<file path="src/rtl/alu_pkg.sv">
// Shared types and constants for the multi-cycle execute-stage ALU.
package alu_pkg;

  // Operation encoding as presented on the op port.
  typedef enum logic [1:0] {
    OP_ZERO = 2'd0,
    OP_ADD  = 2'd1,
    OP_SUB  = 2'd2,
    OP_MUL  = 2'd3
  } op_e;

  // Control FSM states.
  typedef enum logic [1:0] {
    ST_IDLE     = 2'd0,
    ST_MUL_BUSY = 2'd1,
    ST_DONE     = 2'd2
  } state_e;

  // Bit positions inside the packed status-flag vector.
  localparam int unsigned FLAG_ZERO  = 0;
  localparam int unsigned FLAG_CARRY = 1;
  localparam int unsigned FLAG_OVF   = 2;
  localparam int unsigned FLAG_W     = 3;

endpackage

</file>
<file path="src/rtl/alu_mul_seq.sv">
// Iterative unsigned shift-add multiplier: one multiplier bit per cycle, LSB first.
module alu_mul_seq #(
  parameter int unsigned WIDTH = 32
) (
  input  logic               clk,
  input  logic               rst,
  input  logic               start,
  input  logic [WIDTH-1:0]   a,
  input  logic [WIDTH-1:0]   b,
  output logic               busy,
  output logic               done,
  output logic [2*WIDTH-1:0] product
);

  localparam int unsigned CNT_W = $clog2(WIDTH);

  logic [WIDTH-1:0]   mcand_q, mcand_d;
  logic [WIDTH-1:0]   mplier_q, mplier_d;
  logic [2*WIDTH-1:0] acc_q, acc_d;
  logic [CNT_W-1:0]   cnt_q, cnt_d;
  logic               busy_q, busy_d;
  logic               done_q, done_d;
  logic [WIDTH:0]     partial_c;

  // Load on start, otherwise add-and-shift the upper accumulator half each busy cycle.
  always_comb begin
    mcand_d   = mcand_q;
    mplier_d  = mplier_q;
    acc_d     = acc_q;
    cnt_d     = cnt_q;
    busy_d    = busy_q;
    done_d    = 1'b0;
    partial_c = {1'b0, acc_q[2*WIDTH-1:WIDTH]} +
                {1'b0, (mplier_q[0] ? mcand_q : {WIDTH{1'b0}})};
    if (start) begin
      mcand_d  = a;
      mplier_d = b;
      acc_d    = '0;
      cnt_d    = CNT_W'(WIDTH - 1);
      busy_d   = 1'b1;
    end else if (busy_q) begin
      acc_d    = {partial_c, acc_q[WIDTH-1:1]};
      mplier_d = {1'b0, mplier_q[WIDTH-1:1]};
      if (cnt_q == '0) begin
        busy_d = 1'b0;
        done_d = 1'b1;
      end else begin
        cnt_d = cnt_q - CNT_W'(1);
      end
    end
  end

  // Multiplier state registers.
  always_ff @(posedge clk or posedge rst) begin
    if (rst) begin
      mcand_q  <= '0;
      mplier_q <= '0;
      acc_q    <= '0;
      cnt_q    <= '0;
      busy_q   <= 1'b0;
      done_q   <= 1'b0;
    end else begin
      mcand_q  <= mcand_d;
      mplier_q <= mplier_d;
      acc_q    <= acc_d;
      cnt_q    <= cnt_d;
      busy_q   <= busy_d;
      done_q   <= done_d;
    end
  end

  assign busy    = busy_q;
  assign done    = done_q;
  assign product = acc_q;

endmodule

</file>
<file path="src/rtl/alu_mc.sv">
// Multi-cycle execute-stage ALU with valid/ready handshakes and status flags.
module alu_mc
  import alu_pkg::*;
#(
  parameter int unsigned WIDTH = 32
) (
  input  logic             clk,
  input  logic             rst,
  input  logic             in_valid,
  output logic             in_ready,
  input  logic [1:0]       op,
  input  logic [WIDTH-1:0] a,
  input  logic [WIDTH-1:0] b,
  output logic             out_valid,
  input  logic             out_ready,
  output logic [WIDTH-1:0] result,
  output logic [WIDTH-1:0] result_hi,
  output logic             flag_zero,
  output logic             flag_carry,
  output logic             flag_ovf
);

  state_e              state_q, state_d;
  logic                out_valid_q, out_valid_d;
  logic [WIDTH-1:0]    result_q, result_d;
  logic [WIDTH-1:0]    result_hi_q, result_hi_d;
  logic [FLAG_W-1:0]   flags_q, flags_d;

  logic                accept_c;
  logic                mul_start_c;
  logic                mul_busy;
  logic                mul_done;
  logic [2*WIDTH-1:0]  mul_product;

  logic [WIDTH:0]      sum_c;
  logic [WIDTH:0]      diff_c;
  logic [WIDTH-1:0]    alu_res_c;
  logic [FLAG_W-1:0]   alu_flags_c;

  alu_mul_seq #(.WIDTH(WIDTH)) u_mul (
    .clk     (clk),
    .rst     (rst),
    .start   (mul_start_c),
    .a       (a),
    .b       (b),
    .busy    (mul_busy),
    .done    (mul_done),
    .product (mul_product)
  );

  // Handshake: accept when idle, or when the held result is being consumed.
  assign in_ready = !rst && !mul_busy &&
                    ((state_q == ST_IDLE) || ((state_q == ST_DONE) && out_ready));
  assign accept_c = in_valid && in_ready;

  // Single-cycle ops and their flags, evaluated on the live request operands.
  always_comb begin
    sum_c       = {1'b0, a} + {1'b0, b};
    diff_c      = {1'b0, a} - {1'b0, b};
    alu_res_c   = '0;
    alu_flags_c = '0;
    case (op_e'(op))
      OP_ADD: begin
        alu_res_c               = sum_c[WIDTH-1:0];
        alu_flags_c[FLAG_CARRY] = sum_c[WIDTH];
        alu_flags_c[FLAG_OVF]   = (a[WIDTH-1] == b[WIDTH-1]) &&
                                  (sum_c[WIDTH-1] != a[WIDTH-1]);
      end
      OP_SUB: begin
        alu_res_c               = diff_c[WIDTH-1:0];
        alu_flags_c[FLAG_CARRY] = diff_c[WIDTH];
        alu_flags_c[FLAG_OVF]   = (a[WIDTH-1] != b[WIDTH-1]) &&
                                  (diff_c[WIDTH-1] != a[WIDTH-1]);
      end
      default: alu_res_c = '0;
    endcase
    alu_flags_c[FLAG_ZERO] = (alu_res_c == '0);
  end

  // Next-state and registered-output logic; a new accept overrides the drain path.
  always_comb begin
    state_d     = state_q;
    out_valid_d = out_valid_q;
    result_d    = result_q;
    result_hi_d = result_hi_q;
    flags_d     = flags_q;
    mul_start_c = 1'b0;

    case (state_q)
      ST_IDLE: out_valid_d = 1'b0;
      ST_MUL_BUSY: begin
        if (mul_done) begin
          result_d           = mul_product[WIDTH-1:0];
          result_hi_d        = mul_product[2*WIDTH-1:WIDTH];
          flags_d            = '0;
          flags_d[FLAG_ZERO] = (mul_product[WIDTH-1:0] == '0);
          flags_d[FLAG_OVF]  = (mul_product[2*WIDTH-1:WIDTH] != '0);
          out_valid_d        = 1'b1;
          state_d            = ST_DONE;
        end
      end
      ST_DONE: begin
        if (out_ready) begin
          out_valid_d = 1'b0;
          state_d     = ST_IDLE;
        end
      end
      default: state_d = ST_IDLE;
    endcase

    if (accept_c) begin
      if (op_e'(op) == OP_MUL) begin
        mul_start_c = 1'b1;
        out_valid_d = 1'b0;
        state_d     = ST_MUL_BUSY;
      end else begin
        result_d    = alu_res_c;
        result_hi_d = '0;
        flags_d     = alu_flags_c;
        out_valid_d = 1'b1;
        state_d     = ST_DONE;
      end
    end
  end

  // State and output registers.
  always_ff @(posedge clk or posedge rst) begin
    if (rst) begin
      state_q     <= ST_IDLE;
      out_valid_q <= 1'b0;
      result_q    <= '0;
      result_hi_q <= '0;
      flags_q     <= '0;
    end else begin
      state_q     <= state_d;
      out_valid_q <= out_valid_d;
      result_q    <= result_d;
      result_hi_q <= result_hi_d;
      flags_q     <= flags_d;
    end
  end

  assign out_valid  = out_valid_q;
  assign result     = result_q;
  assign result_hi  = result_hi_q;
  assign flag_zero  = flags_q[FLAG_ZERO];
  assign flag_carry = flags_q[FLAG_CARRY];
  assign flag_ovf   = flags_q[FLAG_OVF];

endmodule

</file>
<file path="config.mk">
export PLATFORM = sky130hd
export DESIGN_NAME = alu_mc
export DESIGN_NICKNAME = d
export VERILOG_FILES = /design/src/rtl/alu_pkg.sv /design/src/rtl/alu_mul_seq.sv /design/src/rtl/alu_mc.sv
export SDC_FILE = /design/constraint.sdc
export NUM_CORES = 1
export LEC_CHECK = 0
export CORE_ASPECT_RATIO = 1.5
export CORE_MARGIN = 3
export CORE_UTILIZATION = 50
export CTS_CLUSTER_DIAMETER = 200
export DETAILED_ROUTE_END_ITERATION = 8
export GPL_ROUTABILITY_DRIVEN = 1
export GPL_TIMING_DRIVEN = 0
export PLACE_DENSITY = 0.71
export SLEW_MARGIN = 20
export SYNTH_ARGS = -nofsm -noshare
export SYNTH_HDL_FRONTEND = slang
export SYNTH_HIERARCHICAL = 1
export SYNTH_SLANG_ARGS = --single-unit
</file>
<file path="constraint.sdc">
create_clock -name clk -period 8.5 [get_ports clk]
set_clock_uncertainty 0.15 [all_clocks]
set_input_delay 0.85 -clock clk [delete_from_list [all_inputs] [get_ports clk]]
set_output_delay 0.85 -clock clk [all_outputs]
set_load 0.01 [all_outputs]
</file>
# After elaboration in Yosys (flattened, before gate mapping)
# Index checks and enable logic that the tools add are counted.
classes:
  addsub: 4
  mux: 40
  reduce_logical: 19
  n_eq_ne: 13
ops:
  columns: ["cell", "count"]
  rows:
  - ["32-bit 2-to-1 mux", 11]
  - ["64-bit 2-to-1 mux", 2]
  - ["32-bit by 32-bit adder with 33-bit output", 2]
  - ["32-bit zero test", 2]
  - ["32-bit case mux with 2 select lines", 1]
  - ["32-bit by 32-bit subtractor with 33-bit output", 1]
  - ["32-bit nonzero test", 1]
  - ["5-bit 2-to-1 mux", 3]
  - ["1-bit 2-to-1 mux", 12]
  - ["3-bit 2-to-1 mux", 4]
  - ["2-bit 2-to-1 mux", 4]
  - ["2-bit equality test, second input constant", 3]
  - ["1-bit logical AND", 6]
  - ["2-bit case mux with 3 select lines", 1]
  - ["3-bit AND reduction", 2]
  - ["5-bit zero test", 1]
  - ["5-bit by 1-bit subtractor with 5-bit output, second input constant", 1]
  - ["2-bit by 1-bit equality test with 1-bit output, second input constant", 2]
  - ["2-bit != test, second input constant", 2]
  - ["2-bit case mux with 2 select lines", 1]
  - ["4-bit nonzero test", 1]
  - ["1-bit != test", 3]
  - ["3-bit by 2-bit != test with 1-bit output, second input constant", 1]
  - ["3-bit != test, second input constant", 1]
  - ["7 further kinds", 8]
word_totals:
  output_inout_bits: 69
  reg_bits: 205

# Depth between registers and ports, before layout
# Gate-level depths: netlist (run 1).
logic_depth:
  ltp_word: 8
  ltp_mapped: 14
  mapped_depth_nobuf: 13

# Modules after synthesis
# Netlist (run 1), hierarchy kept.
by_module_without_submodules:
  columns: ["mod", "n_inst", "area_per_inst_um2", "cells_per_inst"]
  rows:
  - ["alu_mul_seq", 1, 7412.1, 748]
  - ["alu_mc", 1, 7348.3, 972]

# Worst setup path before layout (run 1)
# No wires, ideal clock.
synth_path:
  path_type: "input -> register"
  from: "input b[15]"
  to: "register flags_q[0]"
  arrival_ns: 3.744
  path_slack_ns: 4.515
  required_time_ns: 8.258
  cell_stages: 13
  setup_time_ns: 0.092
  cell_sequence: "inv_1 ha_1 buf_6 or4_4 or3_4 a211oi_2 a2111oi_2 o31a_1 o21ba_1 a221o_1 a2bb2oi_1 nand4_1 o31ai_2"
synth_between:
  elab_chain_cells: 5
synth_lines:
  columns: ["item", "line_no", "text"]
  rows:
  - ["from (decl)", "alu_mc.sv:13", "input logic [WIDTH-1:0] b,"]
  - ["32-bit by 32-bit subtractor with 33-bit output / 32-bit by 32-bit adder with 33-bit output (equally long branches)", "alu_mc.sv:59, alu_mc.sv:58", null]
  - ["32-bit case mux with 2 select lines (*)", "alu_mc.sv:62", "case (op_e'(op))"]
  - ["32-bit zero test (*)", "alu_mc.sv:77", "alu_flags_c[FLAG_ZERO] = (alu_res_c == '0);"]
  - ["3-bit 2-to-1 mux (*)", "alu_mc.sv:112", "if (op_e'(op) == OP_MUL) begin"]
  - ["3-bit 2-to-1 mux (*)", "alu_mc.sv:111", "if (accept_c) begin"]
  - ["via flags_d[0]", "alu_mc.sv:27", "logic [FLAG_W-1:0] flags_q, flags_d;"]
  - ["to (signal assigned)", "alu_mc.sv:139", "flags_q <= flags_d;"]
  - ["to (decl)", "alu_mc.sv:27", null]
# Mark *: on every way through the listed nets, which the timed path passes. The rest lies on a longest branch.
# A chain may end at the register's enable or synchronous reset.

# Worst setup path in the final report (run 1)
layout_path:
  from: "input a[10]"
  to: "register flags_q[0]"
layout_between:
  elab_chain_cells: 5
layout_lines:
  columns: ["item", "line_no", "text"]
  rows:
  - ["from (decl)", "alu_mc.sv:12", "input logic [WIDTH-1:0] a,"]
  - ["32-bit by 32-bit subtractor with 33-bit output / 32-bit by 32-bit adder with 33-bit output (equally long branches)", "alu_mc.sv:59, alu_mc.sv:58", null]
  - ["32-bit case mux with 2 select lines (*)", "alu_mc.sv:62", null]
  - ["32-bit zero test (*)", "alu_mc.sv:77", null]
  - ["3-bit 2-to-1 mux (*)", "alu_mc.sv:112", null]
  - ["3-bit 2-to-1 mux (*)", "alu_mc.sv:111", null]
  - ["via flags_d[0]", "alu_mc.sv:27", null]
# Marked as above.

==> flow_metrics.py, run 1 <==
metrics = {
    "grt": {
        "antenna_found_initial": 0,
        "first_global_vias": 14010,
        "grt_usage_pct": 30.95,
        "grt_max_degree": 103,
        "overflow": 0,
        "grt_pass1_wl_mm": 77.42,
    },
    "floorplan": {
        "dieArea_um2": 31660,
        "die_h_um": 216.4,
        "ios": 139,
        "die_w_um": 146.3,
        "coreArea_um2": 28910,
        "initial_core_util_pct": 51.06,
        "rows": 76,
    },
    "finish": {
        "layout.nets": 2059,
        "syn_to_final_growth_pct": 18.46,
        "finalNonFillerCells": 2289,
        "finalInstanceArea_um2": 17490,
        "diodes": 0,
        "drive_above_1_share_pct": 5.424,
    },
    "worst_hold_path": {
        "worstHoldEndpoint": "u_mul/mcand_q[18]$_DFFE_PP0P_",
        "holdPathStages": 1,
        "hp-start": "u_mul/mcand_q[18]$_DFFE_PP0P_",
        "min_path_type": "reg -> reg",
    },
    "synthesis": {
        "synth_cells": 1720,
        "ys.flop_type": "dfrtp_1",
        "synth-seq-area-share_pct": 34.75,
        "synth_common_cells": "nand2_1 (209), dfrtp_1 (205), a21oi_1 (130), nor2_1 (130), mux2i_1 (109)",
        "yosysWarnings": 6,
        "syn_nets": 1895,
        "synth_top_area_share_pct": 34.75,
        "yosysMostFrequentCell": "nand2_1",
        "async_reset_ff_share_pct": 100.0,
        "syn_area_um2": 14760,
        "synth_edf_count": 0,
        "synth.top_cells.by_area": "dfrtp_1 (35%), ha_1 (8.6%), mux2i_1 (7.4%)",
        "syn_area_per_cell_um2": 8.582,
        "synth_cell_types": 87,
        "ys_ff_latch": 205,
        "synth_top_area_cell": "dfrtp_1",
    },
    "placement": {
        "place_area_um2": 16700,
        "dpl.hpwl_mm": 40.28,
        "gp_congestion": 0.9333,
        "pre_cts_ws_ns": 3.051,
        "place_inst": 2250,
        "port_buffers": 138,
    },
    "sta": {
        "setup_viol": 0,
        "fin_crit_sh_pct": 59.09,
        "min_period_ns": 5.023,
        "drv_slew": 0,
        "rsz0062_at_grt": "false",
        "hold_ws_ns": 0.3483,
        "max_slew_margin_pct": 25.40,
        "hold_violations": 0,
        "tns_ns": 0,
        "worst_slack_ns": 3.477,
        "max_clock_freq_mhz": 199.1,
        "tightest_slew_ns": 1.119,
    },
    "worst_setup_path": {
        "reg2reg_depth": 10,
        "arrival_ns": 5.30,
        "path_max_fanout": 10,
        "cp-end-kind": "flop",
        "r2r_slack_ns": 4.46,
        "path_cells": "clkdlybuf4s50_1, ha_1, clkbuf_1, or2_2, or3_1, a2111oi_1, nor4_1, o21bai_1, xnor2_1, o2111ai_1, nor4b_1, nand4_1, o31ai_2",
        "critPathKind": "in -> reg",
        "reg2reg_from": "state_q[1]$_DFFE_PP0P_",
        "cp_top_family": "simple AND/OR/NAND/NOR gates",
        "cpMaxStageDelayCell": "a2111oi_1",
        "r2r_end": "flags_q[0]$_DFF_PP0_",
        "cp.required_ns": 8.78,
        "critPathBufInv": 2,
        "critPathMaxStageDelay_ns": 0.69,
        "startpoint_type": "input pin",
    },
    "route": {
        "ant_nets": 0,
        "drt_iter0_drc": 827,
        "vias_per_cell": 6.088,
        "wire_per_inst_um": 22.04,
        "wl_mm": 50.45,
        "route.detailed.drc": 0,
        "dr.pass1.iters": 7,
        "vias": 13940,
    },
    "clocking": {
        "ctsRootBufferMaster": "clkbuf_16",
        "ctsResizeCount": 0,
        "cts_hold_buf": 0,
        "htreeDepth": 1,
        "cts_setup_buffers": 0,
        "cts_buffers": 22,
        "clock-sinks": 205,
        "cts_buffer_depth": 3,
        "cts_tree": "built",
        "cts.reportedPaths.clkPinSlew_ns": 0.06,
        "insertion_delay_ns": 0.52,
    },
    "power_and_ir_drop": {
        "p_leak_nw": 7.628,
        "peakVddDrop_uv": 196.4,
        "power_density_nw_per_um2": 273.8,
    },
    "status": {
        "status": "completed",
    },
    "flow_run": {
        "drv_cap": 0,
    },
}
==> area by class of cell <==
| class | instances | area (µm²) |
|---|---|---|
| fill | 2691 | 11420 |
| inverter | 93 | 359.1 |
| clock buffer | 32 | 669.4 |
| tap | 390 | 488.0 |
| buffer | 101 | 389.1 |
| timing repair buffer | 140 | 1429 |
| sequential | 205 | 5130 |
| clock inverter | 7 | 113.9 |
| multi-input combinational | 1321 | 8907 |
==> cell families (layout without fill, tap and decap cells) <==
kind of cell	Yosys count	count (layout)	share of synthesized area, %
and+or+nand+nor	568	568	18.36
AOI/OAI and AO/OA	483	483	21.57
xor gates and xnor gates	24	24	1.424
muxes	141	141	9.833
buffers and inverters	194	373	5.001
DFF	205	205	34.75
adders and majority gates	105	105	9.053
==> per-stage QoR <==
step	utilization, %	power, mW
detailed placement	57.78	3.739
CTS	60.49	4.790
global placement	57.53	3.682
global route	60.49	5.078
finish	60.49	4.788
floorplan	-	2.923
==> report_power, final <==
group / switching, mW / leakage, nW / internal, mW / total, mW
registers: 0.362 / 2.66 / 1.36 / 1.72
clock network: 0.394 / 0.388 / 0.636 / 1.03
logic: 1.14 / 4.58 / 0.897 / 2.04
==> registers in the layout, summed over array words and instances (netlist names) <==
| signal | count |
|---|---|
| u_mul/busy | 1 |
| out_valid | 1 |
| u_mul/mplier_q | 32 |
| result_hi | 32 |
| state_q | 2 |
| flags_q | 3 |
| u_mul/cnt_q | 5 |
| result | 32 |
| u_mul/done | 1 |
| u_mul/mcand_q | 32 |
| u_mul/product | 64 |
==> metal layers <==
metal,track usage (%),wire (µm)
met1,35.53,19120
met2,57.13,26100
met3,2.949,2426
met4,15.38,2792
met5,0,0
==> worst max path at each step <==
stage,startpoint,end,slack (ns),cells past startpoint
2_1_floorplan,rst,u_mul/busy$_DFF_PP0_,3.89,1
3_3_place_gp,rst,u_mul/mplier_q[3]$_DFFE_PP0P_,1.83,2
3_5_place_dp,a[10],flags_q[0]$_DFF_PP0_,3.05,13
4_1_cts,a[10],flags_q[0]$_DFF_PP0_,3.57,13
5_1_grt,a[7],flags_q[0]$_DFF_PP0_,3.33,13
6_report,a[10],flags_q[0]$_DFF_PP0_,3.48,13
==> cells in the final DEF, fill, tap and decap left out, drive strengths merged, types with 92 or more instances in the layout <==
master         netlist  final
a21oi              131    131
nor2               130    130
clkbuf              79    111
clkdlybuf4s50        0    138
mux2i              109    109
inv                 92     92
dfrtp              205    205
nand2              210    210
o21ai              110    110
ha                 102    102
==> worst reg2reg max path: cells and delay by family, from the launching register on <==
kind	cells	cell delay [ns]
flip-flops	1	0.41
AND/OR/NAND/NOR	6	2.04
AO/OA/AOI/OAI	4	1.36
Note: power is estimated with default switching activity, not from simulation.
==> run 2: changes to the inputs <==
- PLACE_DENSITY: 0.71 -> 0.74
- clock period: 8.5 -> 4.6 ns (I/O delays scaled with it)
==> run 2 against run 1 <==
- critical path depth fell by 5
- total power rose by 82%
- non-clock buffer count did not move
- worst setup slack got worse by 3.3 ns
- clock power rose by 72%
- sequential share of layout area rose by 0.055 points
- design area fell by 0.19%
- critical endpoint is now u_mul/mplier_q[5]$_DFFE_PP0P_
- largest cell class unchanged
- largest power group unchanged
- highest routed layer unchanged
==> flow_metrics.py, run 2 (synthesis results as in run 1) <==
metrics = {
    "sta": {
        "tightest_slew_ns": 1.140,
        "max_clock_freq_mhz": 226.4,
        "max_slew_margin_pct": 22.90,
        "setup_viol": 0,
        "min_period_ns": 4.418,
        "rsz0062_at_grt": "false",
        "drv_slew": 0,
        "fin_crit_sh_pct": 96.03,
        "tns_ns": 0,
        "hold_ws_ns": 0.3055,
        "hold_violations": 0,
        "worst_slack_ns": 0.1825,
    },
    "floorplan": {
        "ios": 139,
        "coreArea_um2": 28910,
        "dieArea_um2": 31660,
        "die_w_um": 146.3,
        "rows": 76,
        "initial_core_util_pct": 51.06,
        "die_h_um": 216.4,
    },
    "worst_setup_path": {
        "critPathMaxStageDelay_ns": 1.02,
        "reg2reg_depth": 8,
        "path_max_fanout": 10,
        "arrival_ns": 4.70,
        "crit_path_start": "rst",
        "r2r_end": "u_mul/mplier_q[5]$_DFFE_PP0P_",
        "cpMaxStageDelayCell": "nor4b_1",
        "r2r_slack_ns": 0.22,
        "critPathKind": "in -> reg",
        "cp.required_ns": 4.88,
        "cp-end-kind": "flop",
        "startpoint_type": "input pin",
        "cp_top_family": "buffers and inverters",
        "reg2reg_from": "state_q[1]$_DFFE_PP0P_",
        "critPathBufInv": 4,
        "path_cells": "clkdlybuf4s50_1, nor4b_1, and3_1, clkbuf_1, clkbuf_1, clkbuf_1, nand2_1, o21ai_0",
        "path_common_cell": "clkbuf_1",
    },
    "route": {
        "vias_per_cell": 6.091,
        "route.detailed.drc": 0,
        "drt_iter0_drc": 854,
        "vias": 13940,
        "wire_per_inst_um": 22.29,
        "ant_nets": 0,
        "dr.pass1.iters": 7,
        "wl_mm": 51.03,
    },
    "power_and_ir_drop": {
        "p_leak_nw": 7.592,
        "power.internal_mw": 5.170,
        "pwr-share-seq_pct": 36.4,
        "clockPowerShare_pct": 20.4,
        "peakVddDrop_uv": 323.0,
        "p_sw_share_pct": 40.70,
        "power_density_nw_per_um2": 499.5,
        "switching_power_mw": 3.548,
        "pwr-share-comb_pct": 43.3,
    },
    "finish": {
        "finalInstanceArea_um2": 17450,
        "largest_reg_flops": 64,
        "diodes": 0,
        "drive_above_1_share_pct": 5.582,
        "mostFrequentLayoutCells": "nand2_1 (209), dfrtp_1 (205), clkdlybuf4s50_1 (138), nor2_1 (130), a21oi_1 (130)",
        "final_common_cell": "nand2_1",
        "syn_to_final_growth_pct": 18.24,
        "layout.nets": 2059,
    },
    "grt": {
        "first_global_vias": 14020,
        "overflow": 0,
        "grt_pass1_wl_mm": 77.85,
        "antenna_found_initial": 0,
        "grt_max_degree": 70,
        "grt_usage_pct": 31.22,
    },
    "flow_run": {
        "drv_cap": 0,
    },
    "placement": {
        "pre_cts_ws_ns": -0.4370,
        "gp_congestion": 0.9513,
        "port_buffers": 138,
        "place_area_um2": 16690,
        "dpl.hpwl_mm": 40.76,
    },
    "status": {
        "status": "completed",
    },
    "worst_hold_path": {
        "min_path_type": "in -> async",
    },
    "clocking": {
        "cts.reportedPaths.clkPinSlew_ns": 0.07,
        "ctsRootBufferMaster": "clkbuf_16",
        "cts_buffers": 22,
        "insertion_delay_ns": 0.53,
        "clock-sinks": 205,
        "cts_buffer_depth": 3,
        "cts_tree": "built",
        "htreeDepth": 1,
        "cts_hold_buf": 0,
    },
}
## run 2: changes by cell type in the layout (fill, tap and decap cells not counted), moves of 2 or more
cell	previous run	this run
o21ai_1	3	5
o21ai_0	107	105
clkinvlp_4	0	3
bufinv_16	3	0
## run 2: cell type report
cell class / instances / area (µm²)
inverter: 93 / 359.1
sequential: 205 / 5130
buffer: 101 / 389.1
clock inverter: 8 / 57.56
timing repair buffer: 140 / 1436
tap: 390 / 488.0
multi-input combinational: 1321 / 8937
clock buffer: 31 / 655.6
fill: 2687 / 11450
## run 2: power by group through the flow
stage               logic [mW]  clock network [mW]  registers [mW]
detailed placement        3.72                   0            3.19
global placement          3.64                   0            3.17
finish                    3.77                1.77            3.17
CTS                       3.74                1.81            3.16
floorplan                 2.39                   0            3.01
global route              4.12                1.88            3.25
## run 2: repair_timing
action,4_1_cts,5_1_grt
gates resized for setup,0,7
setup buffers,0,0
setup endpoints to repair,0,1
## run 2: stage by stage
stage | total power, mW | std cells | util [%]
floorplan | 5.402 | 1720 | -
global placement | 6.808 | 2248 | 57.53
detailed placement | 6.906 | 2250 | 57.75
CTS | 8.716 | 2289 | 60.22
global route | 9.244 | 2289 | 60.37
finish | 8.718 | 2289 | 60.37
## run 2: per-layer routing
metal / wire length (µm) / track usage (%) / vias up
met5: 0 / 0 / -
met4: 3281 / 17.39 / 0
met3: 2176 / 2.761 / 145
met2: 26290 / 57.72 / 471
met1: 19280 / 35.09 / 6764
li1: - / - / 6563
## run 2: worst max path at each step
| stage | to | slack (ns) | cells after the start |
|---|---|---|---|
| 6_report | u_mul/mplier_q[5]$_DFFE_PP0P_ | 0.18 | 8 |
| 5_1_grt | flags_q[0]$_DFF_PP0_ | 0.0006 | 14 |
| 4_1_cts | flags_q[0]$_DFF_PP0_ | 0.11 | 14 |
| 3_5_place_dp | flags_q[0]$_DFF_PP0_ | -0.44 | 14 |
| 3_3_place_gp | u_mul/mplier_q[3]$_DFFE_PP0P_ | -1.69 | 2 |
| 2_1_floorplan | u_mul/busy$_DFF_PP0_ | 0.38 | 1 |
==> run 3: changes to the inputs <==
- CORE_UTILIZATION: 50 -> 41
- PLACE_DENSITY: 0.74 -> 0.63
- SKIP_CTS_REPAIR_TIMING: unset -> 1
==> run 3 against run 2 <==
- die area up 21%
- hold slack worse by 0.029 ns
- wire length up 5.2%
- critical path depth increased by 5
- sequential power about the same
- global-route usage decreased by 3.5 points
- critical path type unchanged
- critical endpoint is now flags_q[0]$_DFF_PP0_
==> flow_metrics.py, run 3 (synthesis results as in run 1) <==
metrics = {
    "status": {
        "status": "completed",
    },
    "worst_setup_path": {
        "arrival_ns": 4.74,
        "path_common_cell": "nand4_1",
        "path_max_fanout": 10,
        "cp-end-kind": "flop",
        "reg2reg_from": "state_q[1]$_DFFE_PP0P_",
        "cpMaxStageDelayCell": "o31ai_1",
        "r2r_slack_ns": 0.40,
        "startpoint_type": "input pin",
        "reg2reg_depth": 8,
        "path_cells": "clkdlybuf4s50_1, ha_1, clkbuf_1, nand4_1, nor2_1, o21ai_0, and3_1, o31ai_1, o2111ai_1, o22ai_1, a2bb2oi_1, nand4_1, o31ai_2",
        "r2r_end": "u_mul/product[43]$_DFFE_PP0P_",
        "critPathMaxStageDelay_ns": 0.69,
        "critPathKind": "in -> reg",
        "cp_top_family": "compound AO/OA/AOI/OAI gates",
        "cp.required_ns": 4.90,
        "critPathBufInv": 2,
    },
    "route": {
        "dr.pass1.iters": 7,
        "ant_nets": 0,
        "vias": 13880,
        "wl_mm": 53.67,
        "route.detailed.drc": 0,
        "wire_per_inst_um": 22.61,
        "vias_per_cell": 5.848,
        "drt_iter0_drc": 883,
    },
    "sta": {
        "hold_ws_ns": 0.2762,
        "fin_crit_sh_pct": 96.58,
        "max_clock_freq_mhz": 225.1,
        "rsz0062_at_grt": "false",
        "tightest_slew_ns": 0.9988,
        "hold_violations": 0,
        "drv_slew": 0,
        "tns_ns": 0,
        "min_period_ns": 4.443,
        "max_slew_margin_pct": 33.41,
        "setup_viol": 0,
    },
    "finish": {
        "layout.nets": 2060,
        "final_common_cell": "nand2_1",
        "diodes": 0,
        "drive_above_1_share_pct": 5.576,
        "final_util_pct": 49.81,
        "mostFrequentLayoutCells": "nand2_1 (209), dfrtp_1 (205), clkdlybuf4s50_1 (138), nor2_1 (130), a21oi_1 (130)",
        "largest_reg_flops": 64,
        "syn_to_final_growth_pct": 19.17,
        "finalInstanceArea_um2": 17590,
    },
    "clocking": {
        "insertion_delay_ns": 0.53,
        "cts_buffers": 23,
        "clock-sinks": 205,
        "cts_tree": "built",
        "cts_buffer_depth": 3,
        "cts.reportedPaths.clkPinSlew_ns": 0.06,
        "htreeDepth": 1,
        "ctsRootBufferMaster": "clkbuf_16",
    },
    "power_and_ir_drop": {
        "peakVddDrop_uv": 291.3,
        "power.internal_mw": 5.293,
        "switching_power_mw": 3.559,
        "clockPowerShare_pct": 21.6,
        "power_density_nw_per_um2": 503.3,
        "pwr-share-seq_pct": 36.0,
        "p_sw_share_pct": 40.21,
        "finalPower_mw": 8.852,
        "p_leak_nw": 7.611,
        "pwr-share-comb_pct": 42.4,
    },
    "grt": {
        "grt_usage_pct": 27.71,
        "first_global_vias": 14110,
        "overflow": 0,
        "grt_max_degree": 101,
        "antenna_found_initial": 0,
        "grt_pass1_wl_mm": 82.69,
    },
    "worst_hold_path": {
        "min_path_type": "in -> async",
    },
    "placement": {
        "gp_congestion": 0.9213,
        "place_area_um2": 16800,
        "port_buffers": 138,
        "dpl.hpwl_mm": 42.65,
    },
    "floorplan": {
        "coreArea_um2": 35310,
        "initial_core_util_pct": 41.80,
        "rows": 84,
        "die_w_um": 160.9,
        "ios": 139,
        "dieArea_um2": 38360,
        "die_h_um": 238.4,
    },
    "flow_run": {
        "drv_cap": 0,
    },
}
-- run 3: layout make-up --
class                   instances  area (µm²)
plain buffers                 101       389.1
clock buffers                  30       621.8
clock inverters                11       141.4
fillers                      3572       17720
inverters                      93       359.1
multi-input cells            1321        8927
flip-flops and latches        205        5130
well taps                     473       591.8
repair buffers                140        1429
-- run 3: worst max path at each step --
| stage | endpoint | cells past startpoint | slack (ns) | start |
|---|---|---|---|---|
| after global placement | u_mul/mplier_q[8]$_DFFE_PP0P_ | 2 | -1.94 | rst |
| after global routing | flags_q[0]$_DFF_PP0_ | 14 | 0.03 | b[9] |
| final | flags_q[0]$_DFF_PP0_ | 13 | 0.16 | a[9] |
| after CTS | flags_q[0]$_DFF_PP0_ | 13 | 0.005 | a[6] |
| after detailed placement | flags_q[0]$_DFF_PP0_ | 13 | -0.55 | a[6] |
| after floorplan | u_mul/busy$_DFF_PP0_ | 1 | 0.38 | rst |
-- run 3: power groups by stage --
stage	logic, mW	clock network (mW)	registers [mW]
2_1_floorplan	2.39	0	3.01
3_3_place_gp	3.68	0	3.20
3_5_place_dp	3.74	0	3.22
4_1_cts	3.76	1.96	3.19
5_1_grt	4.15	2.02	3.27
6_report	3.76	1.91	3.19
-- run 3: worst register-to-register path, delay by kind of cell (launching register included) --
kind,cells,cell delay (ns)
buffers and inverters,4,2.20
and+or+nand+nor,4,1.26
DFF,1,0.42
-- run 3: stage by stage --
step           cells  worst slack, ns
5_1_grt         2374          0.02542
6_report        2374           0.1573
4_1_cts         2374         0.004817
3_5_place_dp    2333          -0.5541
3_3_place_gp    2331           -1.945
2_1_floorplan   1720           0.3789
-- run 3: layer usage --
metal	vias to the layer above	GRT usage [%]	share of wire (%)
met1	6731	31.26	38
met5	-	0	0
met2	431	52.72	53
li1	6590	-	-
met4	0	12.37	5.0
met3	132	2.345	4.2
